==> config.mk <==
export PLATFORM = sky130hd
export DESIGN_NAME = crypto_ledger_flat
export DESIGN_NICKNAME = d
export VERILOG_FILES = /design/src/rtl/crypto_ledger_if.sv /design/src/rtl/crypto_ledger.sv /design/src/flat_wrapper.sv
export SDC_FILE = /design/constraint.sdc
export NUM_CORES = 1
export LEC_CHECK = 0
export ABC_AREA = 0
export CORE_MARGIN = 5
export CORE_UTILIZATION = 60
export CTS_CLUSTER_SIZE = 20
export DETAILED_ROUTE_END_ITERATION = 12
export PLACE_DENSITY = 0.85
export SETUP_SLACK_MARGIN = 0.15
export SKIP_CTS_REPAIR_TIMING = 1
export SLEW_MARGIN = 20
export SYNTH_ARGS = -nofsm -noshare
export SYNTH_HDL_FRONTEND = slang
export SYNTH_SLANG_ARGS = --single-unit
==> constraint.sdc <==
create_clock -name clk -period 11.2 [get_ports clk]
set_input_delay 2.24 -clock clk [delete_from_list [all_inputs] [get_ports clk]]
set_output_delay 2.24 -clock clk [all_outputs]
set_load 0.03 [all_outputs]
==> src/rtl/crypto_ledger_if.sv <==
// Request channel of the ledger engine: one valid/ready handshake carrying
// the operation, the coin selector and the amount.
interface crypto_ledger_if #(
  parameter int W = 16
);
  logic         req_valid;
  logic         req_ready;
  logic [1:0]   req_op;
  logic [1:0]   req_coin;
  logic [W-1:0] req_amount;

  modport master (
    output req_valid, req_op, req_coin, req_amount,
    input  req_ready
  );

  modport slave (
    input  req_valid, req_op, req_coin, req_amount,
    output req_ready
  );
endinterface

==> src/rtl/crypto_ledger.sv <==
// Dollar/coin ledger engine: accepts one request at a time, prices coin amounts
// with a W-cycle shift-add multiplier, then validates and commits atomically.
module crypto_ledger #(
  parameter int W            = 16,
  parameter int INIT_DOLLARS = 1000
) (
  input  logic             clk,
  input  logic             rst,
  crypto_ledger_if.slave   req,
  input  logic [W-1:0]     price_btc,
  input  logic [W-1:0]     price_eth,
  input  logic [W-1:0]     price_xrp,
  input  logic [W-1:0]     price_ltc,
  output logic [W-1:0]     balance_dollars_out,
  output logic [W-1:0]     balance_btc,
  output logic [W-1:0]     balance_eth,
  output logic [W-1:0]     balance_xrp,
  output logic [W-1:0]     balance_ltc,
  output logic             done,
  output logic [1:0]       status
);
  localparam logic [1:0] IDLE = 2'd0, MUL = 2'd1, EXEC = 2'd2;
  localparam logic [1:0] OP_DEP = 2'b00, OP_WD = 2'b01, OP_BUY = 2'b10, OP_SELL = 2'b11;
  localparam logic [1:0] ST_OK = 2'b00, ST_INS = 2'b01, ST_OVF = 2'b10;
  localparam int CW = (W > 1) ? $clog2(W) : 1;

  logic [1:0]     state_q;
  logic [1:0]     op_q, coin_q;
  logic [W-1:0]   amt_q, mplier_q;
  logic [2*W-1:0] mcand_q, prod_q;
  logic [CW-1:0]  cnt_q;
  logic [W-1:0]   dollars_q;
  logic [W-1:0]   coins_q [4];
  logic           done_q;
  logic [1:0]     status_q;

  logic [W-1:0]   price_sel;
  logic [W-1:0]   coin_cur;
  logic [2*W:0]   dsum;
  logic [W:0]     csum;
  logic [1:0]     status_d;
  logic [W-1:0]   dollars_d, coin_d;

  assign req.req_ready = (state_q == IDLE);

  // NOTE: every always_comb output gets a default first, so no path leaves it unassigned and infers a latch.
  always_comb begin
    price_sel = price_btc;
    case (req.req_coin)
      2'd1:    price_sel = price_eth;
      2'd2:    price_sel = price_xrp;
      2'd3:    price_sel = price_ltc;
      default: price_sel = price_btc;
    endcase
  end

  // Deposit/withdraw carry the dollar amount in prod_q, so one adder serves deposit and sell.
  assign coin_cur = coins_q[coin_q];
  assign dsum     = {1'b0, prod_q} + {{(W+1){1'b0}}, dollars_q};
  assign csum     = {1'b0, coin_cur} + {1'b0, amt_q};

  always_comb begin
    status_d  = ST_OK;
    dollars_d = dollars_q;
    coin_d    = coin_cur;
    case (op_q)
      OP_DEP: begin
        if (dsum[2*W:W] != '0) status_d = ST_OVF;
        else                   dollars_d = dsum[W-1:0];
      end
      OP_WD: begin
        if (prod_q > {{W{1'b0}}, dollars_q}) status_d = ST_INS;
        else                                 dollars_d = dollars_q - amt_q;
      end
      OP_BUY: begin
        if (prod_q > {{W{1'b0}}, dollars_q}) status_d = ST_INS;
        else if (csum[W])                    status_d = ST_OVF;
        else begin
          dollars_d = dollars_q - prod_q[W-1:0];
          coin_d    = csum[W-1:0];
        end
      end
      default: begin
        if (amt_q > coin_cur)            status_d = ST_INS;
        else if (dsum[2*W:W] != '0)      status_d = ST_OVF;
        else begin
          dollars_d = dsum[W-1:0];
          coin_d    = coin_cur - amt_q;
        end
      end
    endcase
  end

  // NOTE: sequential state uses non-blocking assignments only, so every flop samples pre-edge values.
  always_ff @(posedge clk or posedge rst) begin
    if (rst) begin
      state_q   <= IDLE;
      op_q      <= '0;
      coin_q    <= '0;
      amt_q     <= '0;
      mplier_q  <= '0;
      mcand_q   <= '0;
      prod_q    <= '0;
      cnt_q     <= '0;
      dollars_q <= W'(INIT_DOLLARS);
      // NOTE: the four coin registers are architectural state, not RAM, so each is reset explicitly.
      for (int i = 0; i < 4; i++) coins_q[i] <= '0;
      done_q    <= 1'b0;
      status_q  <= ST_OK;
    end else begin
      done_q <= 1'b0;
      case (state_q)
        IDLE: begin
          if (req.req_valid) begin
            op_q     <= req.req_op;
            coin_q   <= req.req_coin;
            amt_q    <= req.req_amount;
            mplier_q <= req.req_amount;
            mcand_q  <= {{W{1'b0}}, price_sel};
            cnt_q    <= '0;
            if (req.req_op[1]) begin
              prod_q  <= '0;
              state_q <= MUL;
            end else begin
              prod_q  <= {{W{1'b0}}, req.req_amount};
              state_q <= EXEC;
            end
          end
        end
        MUL: begin
          if (mplier_q[0]) prod_q <= prod_q + mcand_q;
          mcand_q  <= mcand_q << 1;
          mplier_q <= mplier_q >> 1;
          cnt_q    <= cnt_q + 1'b1;
          if (cnt_q == CW'(W - 1)) state_q <= EXEC;
        end
        EXEC: begin
          status_q <= status_d;
          done_q   <= 1'b1;
          if (status_d == ST_OK) begin
            dollars_q       <= dollars_d;
            coins_q[coin_q] <= coin_d;
          end
          state_q <= IDLE;
        end
        default: state_q <= IDLE;
      endcase
    end
  end

  assign balance_dollars_out = dollars_q;
  assign balance_btc         = coins_q[0];
  assign balance_eth         = coins_q[1];
  assign balance_xrp         = coins_q[2];
  assign balance_ltc         = coins_q[3];
  assign done                = done_q;
  assign status              = status_q;
endmodule
==> src/flat_wrapper.sv <==
// flat-port wrapper written by rule: the top's interface ports become plain ports
module crypto_ledger_flat 
#(
  parameter int W            = 16,
  parameter int INIT_DOLLARS = 1000
)
  (clk, rst, price_btc, price_eth, price_xrp, price_ltc, balance_dollars_out, balance_btc, balance_eth, balance_xrp, balance_ltc, done, status, req_req_valid, req_req_op, req_req_coin, req_req_amount, req_req_ready);
  crypto_ledger_if #(.W(W)) req_i ();
  input  logic clk;
  input  logic rst;
  input  logic [W-1:0] price_btc;
  input  logic [W-1:0] price_eth;
  input  logic [W-1:0] price_xrp;
  input  logic [W-1:0] price_ltc;
  output logic [W-1:0] balance_dollars_out;
  output logic [W-1:0] balance_btc;
  output logic [W-1:0] balance_eth;
  output logic [W-1:0] balance_xrp;
  output logic [W-1:0] balance_ltc;
  output logic done;
  output logic [1:0] status;
  input wire logic [$bits(req_i.req_valid)-1:0] req_req_valid;
  input wire logic [$bits(req_i.req_op)-1:0] req_req_op;
  input wire logic [$bits(req_i.req_coin)-1:0] req_req_coin;
  input wire logic [$bits(req_i.req_amount)-1:0] req_req_amount;
  output wire logic [$bits(req_i.req_ready)-1:0] req_req_ready;
  assign req_i.req_valid = req_req_valid;
  assign req_i.req_op = req_req_op;
  assign req_i.req_coin = req_req_coin;
  assign req_i.req_amount = req_req_amount;
  assign req_req_ready = req_i.req_ready;
  crypto_ledger #(.W(W), .INIT_DOLLARS(INIT_DOLLARS)) u_core (.clk(clk), .rst(rst), .req(req_i), .price_btc(price_btc), .price_eth(price_eth), .price_xrp(price_xrp), .price_ltc(price_ltc), .balance_dollars_out(balance_dollars_out), .balance_btc(balance_btc), .balance_eth(balance_eth), .balance_xrp(balance_xrp), .balance_ltc(balance_ltc), .done(done), .status(status));
endmodule
Word level (Yosys, flattened, before mapping):

Index checks and enable logic that the tools add are counted.

* register bits after elaboration: 189

* add/sub/neg operators: 7
* $lt $le $gt $ge: 4
* eq/ne operators: 15
* muxes and demuxes: 39
* bitwise logic cells: 1
* reductions and logical operators: 13

Operators by type and width (count)
* two-way mux 16 bit: 14
* case mux 32 bit (2 select lines): 2
* two-way mux 32 bit: 3
* case mux 16 bit (3 select lines): 2
* bitwise mux 64 bit: 1
* case mux 16 bit (2 select lines): 2
* subtractor 16 bit: 3
* adder 32 x 16 -> 33 bit: 1
* adder 32 bit: 1
* binary-select mux 16 bit (select 2 bit): 1
* demux 16 bit (select 2 bit): 1
* greater-than comparator 32 x 16 -> 1 bit: 1
* adder 16 x 16 -> 17 bit: 1
* nonzero test 17 bit: 1
* greater-than comparator 16 bit: 1
* two-way mux 2 bit: 7
* == test 2 bit, second input constant: 4
* != test 2 bit, second input constant: 4
* case mux 4 bit (2 select lines): 1
* AND reduction 2 bit: 4
* == test 2 x 1 -> 1 bit, second input constant: 3
* logical NOT 2 bit: 3
* case mux 2 bit (3 select lines): 1
* AND reduction 6 bit: 1
* other kinds (14): 16

Depth between registers and ports, before layout:

* word-level depth: 10
* mapped depth: 20

Worst setup path after synthesis:

No wires, ideal clock.

* kind: register to register
* from: register u_core.coin_q[0]
* to: register u_core.coins_q (netlist bit u_core.balance_btc[2])
* library setup time: 0.128 ns
* data arrival time: 5.170 ns
* path slack: 5.902 ns
* stages on the path, launching flop included: 16
* period minus slack after synthesis: 5.298 ns
* path through: dfrtp_1 buf_1 clkbuf_1 mux4_2 ha_1 clkbuf_1 nand4_1 a2111oi_2 a2111oi_2 a21oi_2 a31oi_2 a22oi_1 nand3_2 a2111oi_4 buf_6 mux2_1

* cells in the longest elaborated chain, start to end: 10
* elaborated cells between the ends (all ways): 24
* classes of those cells: add/sub (2); order compare (3); mux (15); bitwise (1); reduce/logical (3)

Ends and longest elaborated chain
* from (decl): RTL line crypto_ledger.sv:28 `logic [1:0] op_q, coin_q;`
* from (signal assigned): RTL line crypto_ledger.sv:116 `coin_q <= req.req_coin;`
* inverter 2 -> 3 bit (implied by the code) *: RTL line crypto_ledger.sv:58, crypto_ledger.sv:142
* binary-select mux 16 bit (select 2 bit): RTL line crypto_ledger.sv:58 `assign coin_cur = coins_q[coin_q];`
* two-way mux 16 bit (implied by the code) (2 in a row): RTL line crypto_ledger.sv:58
* adder 16 x 16 -> 17 bit: RTL line crypto_ledger.sv:60 `assign csum = {1'b0, coin_cur} + {1'b0, amt_q};`
* two-way mux 2 bit: RTL line crypto_ledger.sv:77 `else if (csum[W]) status_d = ST_OVF;`
* two-way mux 2 bit: RTL line crypto_ledger.sv:76 `if (prod_q > {{W{1'b0}}, dollars_q}) status_d = ST_INS;`
* case mux 2 bit (3 select lines): RTL line crypto_ledger.sv:66 `case (op_q)`
* logical NOT 2 bit: RTL line crypto_ledger.sv:140 `if (status_d == ST_OK) begin`
* AND reduction 2 bit (no source line)
* to (signal, indexed assignment): RTL line crypto_ledger.sv:142 `coins_q[coin_q] <= coin_d;`
* to (decl): RTL line crypto_ledger.sv:33 `logic [W-1:0] coins_q [4];`

Mark *: on every way between the ends. The rest lies on a longest branch, timed or not. The select of a mux whose other input is x is not followed.
A chain may end at the register's enable or synchronous reset.

Final worst setup path:

* from: register u_core.coin_q[1]
* to: register u_core.coins_q (netlist bit u_core.balance_ltc[12])

Same word-level chain as after synthesis.

==> reports/metrics.yaml <==
place:
  hpwl_um: 32400
  gp_congestion: 0.939
  io_buffers: 170
  placed_area_um2: 16600
timing:
  maxSlewViolCount: 0
  fin_setup_tns_ps: 0
  setup_viol: 0
  worst_pin_slew_ps: 1140
  post-route-period-util_pct: 54.3
  rsz0062_at_grt: "false"
  hold_viol: 0
  period_needed_ps: 6080
  fin_skew_ps: 19.3
  relSlewSlack_pct: 23.9
  hold_ws_ps: 475
  fmax_ghz: 0.164
global_routing:
  grt_pass1_vias: 12900
  grt-ovfl-total: 0
  antenna_found_initial: 1
  grt_pass1_wl_um: 69400
  grt_usage_pct: 30.5
  grt_max_degree: 94
worst_setup_path:
  crit_type: "flop to flop"
  end_kind: "flop"
  crit_arrival_ps: 6420
  start_kind: "flop"
  cp_max_fo: 22
  required_ps: 11540
yosys:
  yosys.area_share.simple_pct: 16.4
  ys_seq_elements: 189
  synth-seq-area-share_pct: 32.0
  synth_ff_type: "dfrtp_1"
  synth_edf_count: 0
  synth-compound-area-share_pct: 19.4
  synth-xor-area-share_pct: 4.62
  yosys_warnings: 0
  avgSynthCellArea_um2: 8.98
  synthesis.instances: 1648
  synth_cell_types: 83
  netlist_area_um2: 14800
  async_reset_ff_share_pct: 100
  synthAdderAreaFrac_pct: 10.4
  synth_top_family_by_area: "compound AO/OA/AOI/OAI gates"
  synthMuxAreaShare_pct: 12.5
  syn-num-nets: 1855
power:
  leakage_nw: 7.60
  p_sw_share_pct: 51.6
  power_frac_seq_pct: 23.9
  p_sw_w: 0.00280
  comb_power_share_pct: 64.6
  internal_power_w: 0.00262
  ir_drop_v: 0.000157
  pwr_density_cell_nw_per_um2: 315
  p_clk_share_pct: 11.5
outcome:
  outcome: "finished clean"
cells_and_area:
  antennaDiodeCount: 0
  utilization_pct: 70.8
  drive_gt1_share_pct: 8.50
  final_common_cell: "nand2_1"
  area_delta_synth_final_pct: 16.5
  nets: 1971
  mostFrequentLayoutCells: "201 x nand2_1, 183 x dfrtp_1, 169 x clkdlybuf4s50_1"
  largestRegisters: "u_core.mcand_q: 32 flops, u_core.prod_q: 32 flops"
  design_area_um2: 17200
clock_tree:
  clk_latency_ps: 460
  htree_levels: 4
  cts.clk_slew.worst_paths_ps: 80
  cts_buffer_depth: 2
  cts_root_buf: "clkbuf_16"
  cts-buffers-inserted: 17
  cts_tree: "built"
  clock-sinks: 189
floorplanning:
  io_pins: 171
  coreArea_um2: 24300
  fp.dieArea_um2: 27900
  die_w_um: 167
  dieHeight_um: 167
  start_util_pct: 60.8
  rows: 57
detailed_routing:
  drcViolationCount: 0
  routed_wl_um: 43800
  detail_route.first_pass.iterations: 6
  routed_via_density: 6.46
  highest_layer: "met5"
  drt-initial-drc-count: 1525
  final_antenna_net_count: 0
  wl_per_cell_um: 20.9
  wl_met2_um: 19900
  wl_met1_um: 18200
  via_count: 13600
  wl_met3_um: 4270
worst_hold_path:
  holdCritPathClass: "flop to flop"
job:
  max-cap-violations: 0
layout make-up:
type / count / area, um2
Clock inverter: 14 / 170
Inverter: 88 / 335
Clock buffer: 18 / 429
Timing Repair Buffer: 181 / 1780
Sequential cell: 189 / 4740
Tap cell: 324 / 405
Fill cell: 1859 / 7090
Multi-Input combinational cell: 1287 / 9370
worst max-delay path: stages, from the launching register on:
cell and delay [ps]:
dfrtp_1 1050, o21ai_0 180, o21ai_0 460, ha_1 290, fa_1 220, and2b_1 240, o31ai_1 470, a2111oi_2 180
a2111oi_2 500, a21oi_2 140, a31oi_2 540, a22oi_1 230, nand3_2 270, a2111o_1 760, mux2_2 420
layer usage:
metal | up-vias | global-route usage, %
met4 | 2 | 9.78
met2 | 693 | 48.5
met1 | 6597 | 42.4
met3 | 116 | 6.09
li1 | 6171 | -
met5 | - | 0
cells in the mapped netlist (19+ instances only):
cell type | count | area, um2
a21o_1 | 22 | 165
a21oi_1 | 135 | 676
a22oi_1 | 31 | 233
clkbuf_1 | 57 | 214
dfrtp_1 | 183 | 4580
ha_1 | 115 | 1440
inv_1 | 88 | 330
mux2_1 | 20 | 225
mux2_2 | 38 | 428
mux2i_1 | 45 | 450
mux4_2 | 31 | 698
nand2_1 | 201 | 754
nand3_1 | 26 | 130
nand4_1 | 19 | 119
nor2_1 | 128 | 480
nor2b_1 | 20 | 125
nor3_1 | 24 | 120
o21ai_0 | 110 | 551
xnor2_1 | 52 | 455
xor2_1 | 26 | 228
logic make-up (layout without fill, tap and decap cells):
group	after synthesis	after routing
compound gates	437	437
fa+ha+maj	120	120
buf+inv	172	301
simple gates	515	515
xor+xnor	78	78
flops	189	189
mux	137	137
worst paths after layout:
kind,cells after the start,from,slack [ps],end
max,14,u_core.coin_q[1],5120,u_core.balance_ltc[12]
min,2,u_core.mplier_q[3],480,u_core.mplier_q[3]
max reg2reg,14,u_core.coin_q[1],5120,u_core.balance_ltc[12]
min reg2reg,2,u_core.mplier_q[3],480,u_core.mplier_q[3]
max in group asynchronous,3,rst,7770,u_core.balance_dollars_out[10]
min in group asynchronous,2,rst,2150,u_core.cnt_q[1]
power by group through the flow:
stage          Combinational, W  Clock, W  Sequential [W]
3_5_place_dp            0.00339         0         0.00129
3_3_place_gp            0.00330         0         0.00127
2_1_floorplan           0.00251         0         0.00125
4_1_cts                 0.00344  0.000623         0.00128
6_report                0.00350  0.000623         0.00130
5_1_grt                 0.00382  0.000650         0.00132
stage by stage:
stage / instances / power, W / worst slack (ps)
after detailed placement: 2069 / 0.00467 / 5410
after global routing: 2101 / 0.00578 / 4850
after CTS: 2101 / 0.00533 / 5330
after global placement: 2068 / 0.00457 / 5520
final: 2101 / 0.00542 / 5120
after floorplan: 1648 / 0.00376 / 3830
(Power assumes the default switching activity.)
